<file path="src/rtl/weight_buf_loader.sv">
`default_nettype none
// ============================================================================
// Module   : weight_buf_loader
// Brief    : Packs a weight stream into WPW-wide filter words and writes one
//            word per filter into the weight buffer RAM. Optional running
//            checksum is enabled with the WB_LOADER_CHECKSUM_EN macro.
// Revision : 1.0 - initial release
// ============================================================================
module weight_buf_loader #(
    parameter int M           = 8,
    parameter int NUM_FILTERS = 8,
    parameter int WPW         = 18
) (
    input  logic             clk,
    input  logic             Rst_n,
    input  logic             start,
    input  logic             in_valid,
    input  logic [M-1:0]     in_data,
    output logic             in_ready,
    output logic             wr_en,
    output logic [7:0]       wr_addr,
    output logic [M*WPW-1:0] wr_data,
    output logic             busy,
    output logic             load_done,
    output logic [15:0]      checksum
);

    localparam int               c_W         = M * WPW;
    localparam int               c_CNT_W     = $clog2(WPW + 1);
    localparam logic [c_CNT_W-1:0] c_WCNT_LAST = c_CNT_W'(WPW - 1);
    localparam logic [7:0]       c_IDX_LAST  = 8'(NUM_FILTERS - 1);

    typedef enum logic [1:0] {
        IDLE  = 2'd0,
        FILL  = 2'd1,
        WRITE = 2'd2,
        DONE  = 2'd3
    } state_t;

    state_t               r_state;
    logic [c_CNT_W-1:0]   r_wcnt;
    logic [7:0]           r_idx;
    // Only the first WPW-1 weights need holding; the last arrives with the write.
    logic [c_W-M-1:0]     r_pack;
    logic                 r_wr_en;
    logic [7:0]           r_wr_addr;
    logic [c_W-1:0]       r_wr_data;

    logic                 w_hs;
    logic [c_W-1:0]       w_pack_next;

    assign w_hs        = in_valid && (r_state == FILL);
    assign w_pack_next = {r_pack, in_data};

    always_ff @(posedge clk) begin
        if (!Rst_n) begin
            r_state   <= IDLE;
            r_wcnt    <= '0;
            r_idx     <= '0;
            r_pack    <= '0;
            r_wr_en   <= 1'b0;
            r_wr_addr <= '0;
            r_wr_data <= '0;
        end else begin
            r_wr_en <= 1'b0;
            case (r_state)
                IDLE: begin
                    if (start) begin
                        r_state <= FILL;
                        r_wcnt  <= '0;
                        r_idx   <= '0;
                        r_pack  <= '0;
                    end
                end
                FILL: begin
                    if (w_hs) begin
                        r_pack <= w_pack_next[c_W-M-1:0];
                        if (r_wcnt == c_WCNT_LAST) begin
                            r_wcnt    <= '0;
                            r_state   <= WRITE;
                            r_wr_en   <= 1'b1;
                            r_wr_addr <= r_idx;
                            r_wr_data <= w_pack_next;
                        end else begin
                            r_wcnt <= r_wcnt + c_CNT_W'(1);
                        end
                    end
                end
                WRITE: begin
                    if (r_idx == c_IDX_LAST) begin
                        r_state <= DONE;
                    end else begin
                        r_idx   <= r_idx + 8'd1;
                        r_state <= FILL;
                    end
                end
                DONE:    r_state <= IDLE;
                default: r_state <= IDLE;
            endcase
        end
    end

    assign in_ready  = (r_state == FILL);
    assign busy      = (r_state != IDLE);
    assign load_done = (r_state == DONE);
    assign wr_en     = r_wr_en;
    assign wr_addr   = r_wr_addr;
    assign wr_data   = r_wr_data;

`ifdef WB_LOADER_CHECKSUM_EN
    logic [15:0] r_checksum;

    always_ff @(posedge clk) begin
        if (!Rst_n) begin
            r_checksum <= '0;
        end else if (r_state == IDLE && start) begin
            r_checksum <= '0;
        end else if (w_hs) begin
            r_checksum <= r_checksum + 16'(in_data);
        end
    end

    assign checksum = r_checksum;
`else
    assign checksum = 16'd0;
`endif

endmodule
`default_nettype wire

</file>
<file path="config.mk">
export PLATFORM = sky130hd
export DESIGN_NAME = weight_buf_loader
export DESIGN_NICKNAME = d
export VERILOG_FILES = /design/src/rtl/weight_buf_loader.sv
export SDC_FILE = /design/constraint.sdc
export NUM_CORES = 1
export LEC_CHECK = 0
export ABC_AREA = 1
export CAP_MARGIN = 30
export CORE_ASPECT_RATIO = 0.6
export CORE_MARGIN = 2
export CORE_UTILIZATION = 49
export DETAILED_ROUTE_END_ITERATION = 8
export GPL_TIMING_DRIVEN = 0
export PLACE_DENSITY = 0.75
export SLEW_MARGIN = 20
export SYNTH_ARGS = -nofsm -noshare
export SYNTH_HDL_FRONTEND = slang
export SYNTH_SLANG_ARGS = --single-unit
</file>
<file path="constraint.sdc">
create_clock -name clk -period 2.1 [get_ports clk]
set_input_delay 0.42 -clock clk [delete_from_list [all_inputs] [get_ports clk]]
set_output_delay 0.42 -clock clk [all_outputs]
set_load 0.1 [all_outputs]
</file>
== Word level (Yosys, flattened, before mapping) ==
Cells that the tools add are included.
Word-level totals
  register bits after elaboration: 304
  input port bits: 12
  output and inout port bits: 172
  word-level logic and storage cells: 44
Cells by class
  add/sub/neg operators: 2
  equality and inequality tests: 9
  multiplexer cells: 16
  reduce and logical (&&, ||, !) cells: 10
Operators by type and width (number)
  136-bit two-way mux: 2
  136-bit one-hot mux with 2 select lines: 1
  8-bit two-way mux: 2
  8-bit one-hot mux with 2 select lines: 1
  5-bit two-way mux: 3
  3-bit AND reduction: 5
  5-bit one-hot mux with 2 select lines: 1
  8-bit by 1-bit adder with 8-bit output (second input constant): 1
  8-bit by 3-bit equality test with 1-bit output (second input constant): 1
  2-bit two-way mux: 4
  2-bit one-hot mux with 4 select lines: 1
  2-bit nonzero test: 3
  5-bit by 1-bit adder with 5-bit output (second input constant): 1
  5-bit equality test (second input constant): 1
  2-bit equality test (second input constant): 2
  2-bit by 1-bit != test with 1-bit output (second input constant): 2
  2-bit != test (second input constant): 2
  2-bit by 1-bit equality test with 1-bit output (second input constant): 1
  2-bit logical NOT: 1
  1-bit logical AND: 1
  1-bit two-way mux: 1

== Depth between registers and ports, before layout ==
  word-level depth: 4
  depth in mapped cells: 11
  gate-level depth less buffers: 9

== Worst setup path before layout ==
No wires, ideal clock.
  kind: register -> register
  from: register r_state[0]
  to: register r_wr_data[100], in the netlist wr_data[100]
  library setup time: 0.116 ns
  arrival time: 1.689 ns
  required time: 1.984 ns
  setup slack: 0.295 ns
  cell stages (with the launch flop): 10
  path buffers: 2
  clock period less this slack: 1.805 ns
  cell sequence: dfxtp_1 > nand2_1 > inv_2 > nand2_2 > nor2_4 > inv_2 > buf_2 > buf_2 > nand3_1 > nand2_1
Between the ends
  longest elaborated chain between the ends: 3
Ends and longest elaborated chain
  start, declared: line 40  | state_t r_state;
  start signal, assigned: line 57  | r_state <= IDLE;
  start signal, assigned: line 69  | r_state <= FILL;
  start signal, assigned: line 80  | r_state <= WRITE;
  2-bit by 1-bit equality test with 1-bit output (*)
  net in_ready: line 19  | output logic in_ready,
  1-bit logical AND: line 52  | assign w_hs = in_valid && (r_state == FILL);
  3-bit AND reduction (no line) (*)
  end signal, assigned: line 83  | r_wr_data <= w_pack_next;
  end, declared: line 47  | logic [c_W-1:0] r_wr_data;
Mark *: on every way through the listed nets, which the timed path passes. The rest lies on a longest branch.
A chain may end at the register's enable or synchronous reset.

== Worst setup path after layout ==
  from: register r_state[0]
  to: output port load_done
Between the ends
  longest elaborated chain between the ends: 1
Ends and longest elaborated chain
  2-bit equality test: line 105  | assign load_done = (r_state == DONE);
  end, declared: line 24  | output logic load_done,
Every way passes these cells.

==> impl_metrics.tcl <==
set metrics [dict create \
    tightest_slew_ps 802 \
    clkPwrFrac 0.422 \
    cp_num_buf_inv 2 \
    p_leak_nw 5.61 \
    finalCriticalPeriod_ps 2060 \
    synth_edf_count 0 \
    cts_sinks 304 \
    numCtsBuffers 27 \
    num-fill-cells 1887 \
    seq_power_share 0.512 \
    root_buffer "clkbuf_16" \
    worstSkewPairLatency_ps 520 \
    start_util 0.495 \
    cts_tree "yes" \
    slowest_delay_ps 530 \
    rrSetupSlack_ps 160 \
    cts-hold-fix-buffers 0 \
    fmax_mhz 485 \
    htree_num_levels 1 \
    rr_startpoint "r_wcnt[1]" \
    synth_top_cell_area_share 0.561 \
    min_to "r_pack[133]" \
    ir_worst_vdd_mv 0.560 \
    yosys.area.top_type "dfxtp_1" \
    place_hpwl_mm 20.3 \
    rr_worst_depth 9 \
    ys_types 21 \
    postPlaceCellArea_um2 13000 \
    hold_viol 0 \
    cp-end-kind "primary output" \
    drc 0 \
    die_h_um 119 \
    fin_hold_ws_ps 468 \
    critPathTopFamily "buffers and inverters" \
    min_path_type "flop to flop" \
    crit_path_cell_trace "nand2_1 -> inv_1 -> clkdlybuf4s18_2" \
    coreArea_um2 21900 \
    setup_violations 0 \
    wl_per_cell_um 14.8 \
    min_path_cells 2 \
    num_io_pins 184 \
    drtAntennaViolNets 0 \
    slew_violations 0 \
    timing.rr.end "wr_data[112]" \
    place_congestion 0.917 \
    p_int_mw 8.58 \
    grt_use_total 0.239 \
    grt_pass1_vias 8918 \
    p_sw_mw 2.76 \
    finalNonFillerCells 1912 \
    clk_pin_slew_ps 60 \
    power_density_nw_per_um2 811 \
    rsz0062_at_grt "no" \
    share_comb_of_total_power 0.066 \
    status "complete, no violations" \
    critPathKind "flop to primary output" \
    critical_path_required_ps 1680 \
    grt_max_degree 18 \
    viasPerCell 5.17 \
    synth_cells 1399 \
    ys_seq_area_frac 0.561 \
    area_delta_synth_final_pct 28.8 \
    synth.avg_cell_area_um2 7.76 \
    arrival_ps 1640 \
    grt_pass1_wl_mm 45.7 \
    antenna_found_initial 0 \
    clk_path_buf_depth 3 \
    fin_crit_sh 0.981 \
    synth_common_cells "nand2_1 (587), dfxtp_1 (304), a21oi_1 (153)" \
    crit_fanout 6 \
    grt_overflow 0 \
    synth-seq-cells 304 \
    drt_iter0_drc 891 \
    cp-start-kind "flop" \
    syn-cell-area_um2 10900 \
    rows 42 \
    fp.dieArea_um2 23400 \
    yosys-top-cells-area "dfxtp_1 (56%), nand2_1 (20%), a21oi_1 (7.1%), nand3_1 (7.0%), buf_4 (1.8%)" \
    skew_ps 9.43 \
    switching_share 0.243 \
    vias 9879 \
    critical-path-slowest-cell "clkdlybuf4s18_2" \
    nNetsFinal 1625 \
    antenna_cells 0 \
    power.total_mw 11.3 \
    synthArstFlopShare 0 \
    hold_start "r_pack[133]" \
    post-synth-top-count-cell "nand2_1" \
    yosys_warnings 0 \
    routed_wl_mm 28.3 \
    max-cap-violations 0 \
    drive_gt1_frac 0.161 \
    synthFlopType "dfxtp_1" \
    io_buffers 166 \
    postLayoutCellArea_um2 14000 \
    die_x_um 196 \
    slew_headroom 0.465 \
    place_inst 1867 \
    dr.pass1.iters 5 \
]
==> tightest hold or removal path, cell delays in order, from the launching register on <==
cell and delay [ps]:
dfxtp_1 310, nand2_1 60, a21oi_1 50
==> cell usage in the layout, fill, tap and decap left out <==
cell type,Yosys,layout
clkbuf_16,0,27
clkbuf_1,46,50
buf_16,0,1
clkdlybuf4s15_2,0,150
or2_2,1,1
clkbuf_4,0,1
inv_2,6,6
buf_1,8,8
buf_4,26,26
clkbuf_8,0,4
nand2_1,587,587
o21bai_1,1,1
inv_1,19,19
nor2_1,35,35
clkinv_4,0,2
clkinv_8,0,1
nand2_2,1,1
clkdlybuf4s50_1,0,11
nor2_4,1,1
inv_6,0,1
o21ai_0,21,21
buf_6,10,10
bufinv_16,0,1
nand3b_1,2,2
buf_2,20,21
a21oi_1,153,153
clkdlybuf4s18_2,0,1
clkinv_2,0,2
clkinvlp_4,0,3
nor3_1,2,2
clkbuf_2,0,2
dfxtp_1,304,304
conb_1,1,16
ha_1,3,3
nand3_1,152,152
==> metal layers <==
metal / up-vias / part of all wire / global-route usage
met5: - / 0 / 0
met4: 0 / 0.020 / 0.0521
met3: 44 / 0.062 / 0.0320
met2: 316 / 0.40 / 0.336
met1: 4632 / 0.52 / 0.384
li1: 4887 / - / -
==> power groups by stage <==
stage / logic [mW] / clock network [mW] / registers (mW)
after floorplan: 0.567 / 0 / 5.93
after global placement: 0.728 / 0 / 5.93
after detailed placement: 0.742 / 0 / 5.93
after CTS: 0.737 / 4.83 / 5.80
after global routing: 0.807 / 5.13 / 5.80
final: 0.748 / 4.78 / 5.80
==> area by class of cell <==
class | count | area, um2 | area share
flip-flops and latches | 304 | 6090 | 0.435
repair buffers | 167 | 1860 | 0.133
well taps | 286 | 358 | 0.0256
multi-input cells | 975 | 4120 | 0.295
clock buffers | 35 | 746 | 0.0533
inverters | 25 | 93.8 | 0.00671
plain buffers | 110 | 611 | 0.0437
clock inverters | 10 | 105 | 0.00752
==> flip-flops by register name, summed over array words and instances, names as in the netlist <==
name / cells
r_idx: 8
r_state: 2
wr_data: 144
wr_en: 1
wr_addr: 8
r_pack: 136
r_wcnt: 5
==> repair_timing <==
action,4_1_cts,5_1_grt
gates resized for setup,467,4
pin swaps,0,0
setup buffers,0,0
endpoints found under the setup margin,155,4
endpoints found under the hold margin,0,0
==> logic make-up after synthesis <==
family | synth area share
and+or+nand+nor | 0.290
DFF | 0.561
AOI/OAI and AO/OA | 0.0809
buffers and inverters | 0.0649
adders and majority gates | 0.00346
other | 0.000345
==> metrics by stage <==
step	setup TNS (ps)	setup WS, ps	utilization
2_1_floorplan	0	295	-
4_1_cts	0	1.61	0.638
3_3_place_gp	-1400	-89.1	0.590
3_5_place_dp	-6230	-89.4	0.591
5_1_grt	0	2.49	0.638
6_report	0	40.1	0.638
==> worst max path at each step <==
stage | startpoint | endpoint | slack (ps) | cells after the start
finish | r_state[0] | load_done | 40 | 3
global route | r_state[0] | load_done | 2 | 3
CTS | wr_data[66] | wr_data[66] | 2 | 1
detailed placement | start | r_pack[40] | -90 | 7
global placement | r_state[0] | in_ready | -90 | 3
floorplan | r_state[0] | wr_data[100] | 290 | 9
Note: power is estimated with default switching activity, not from simulation.
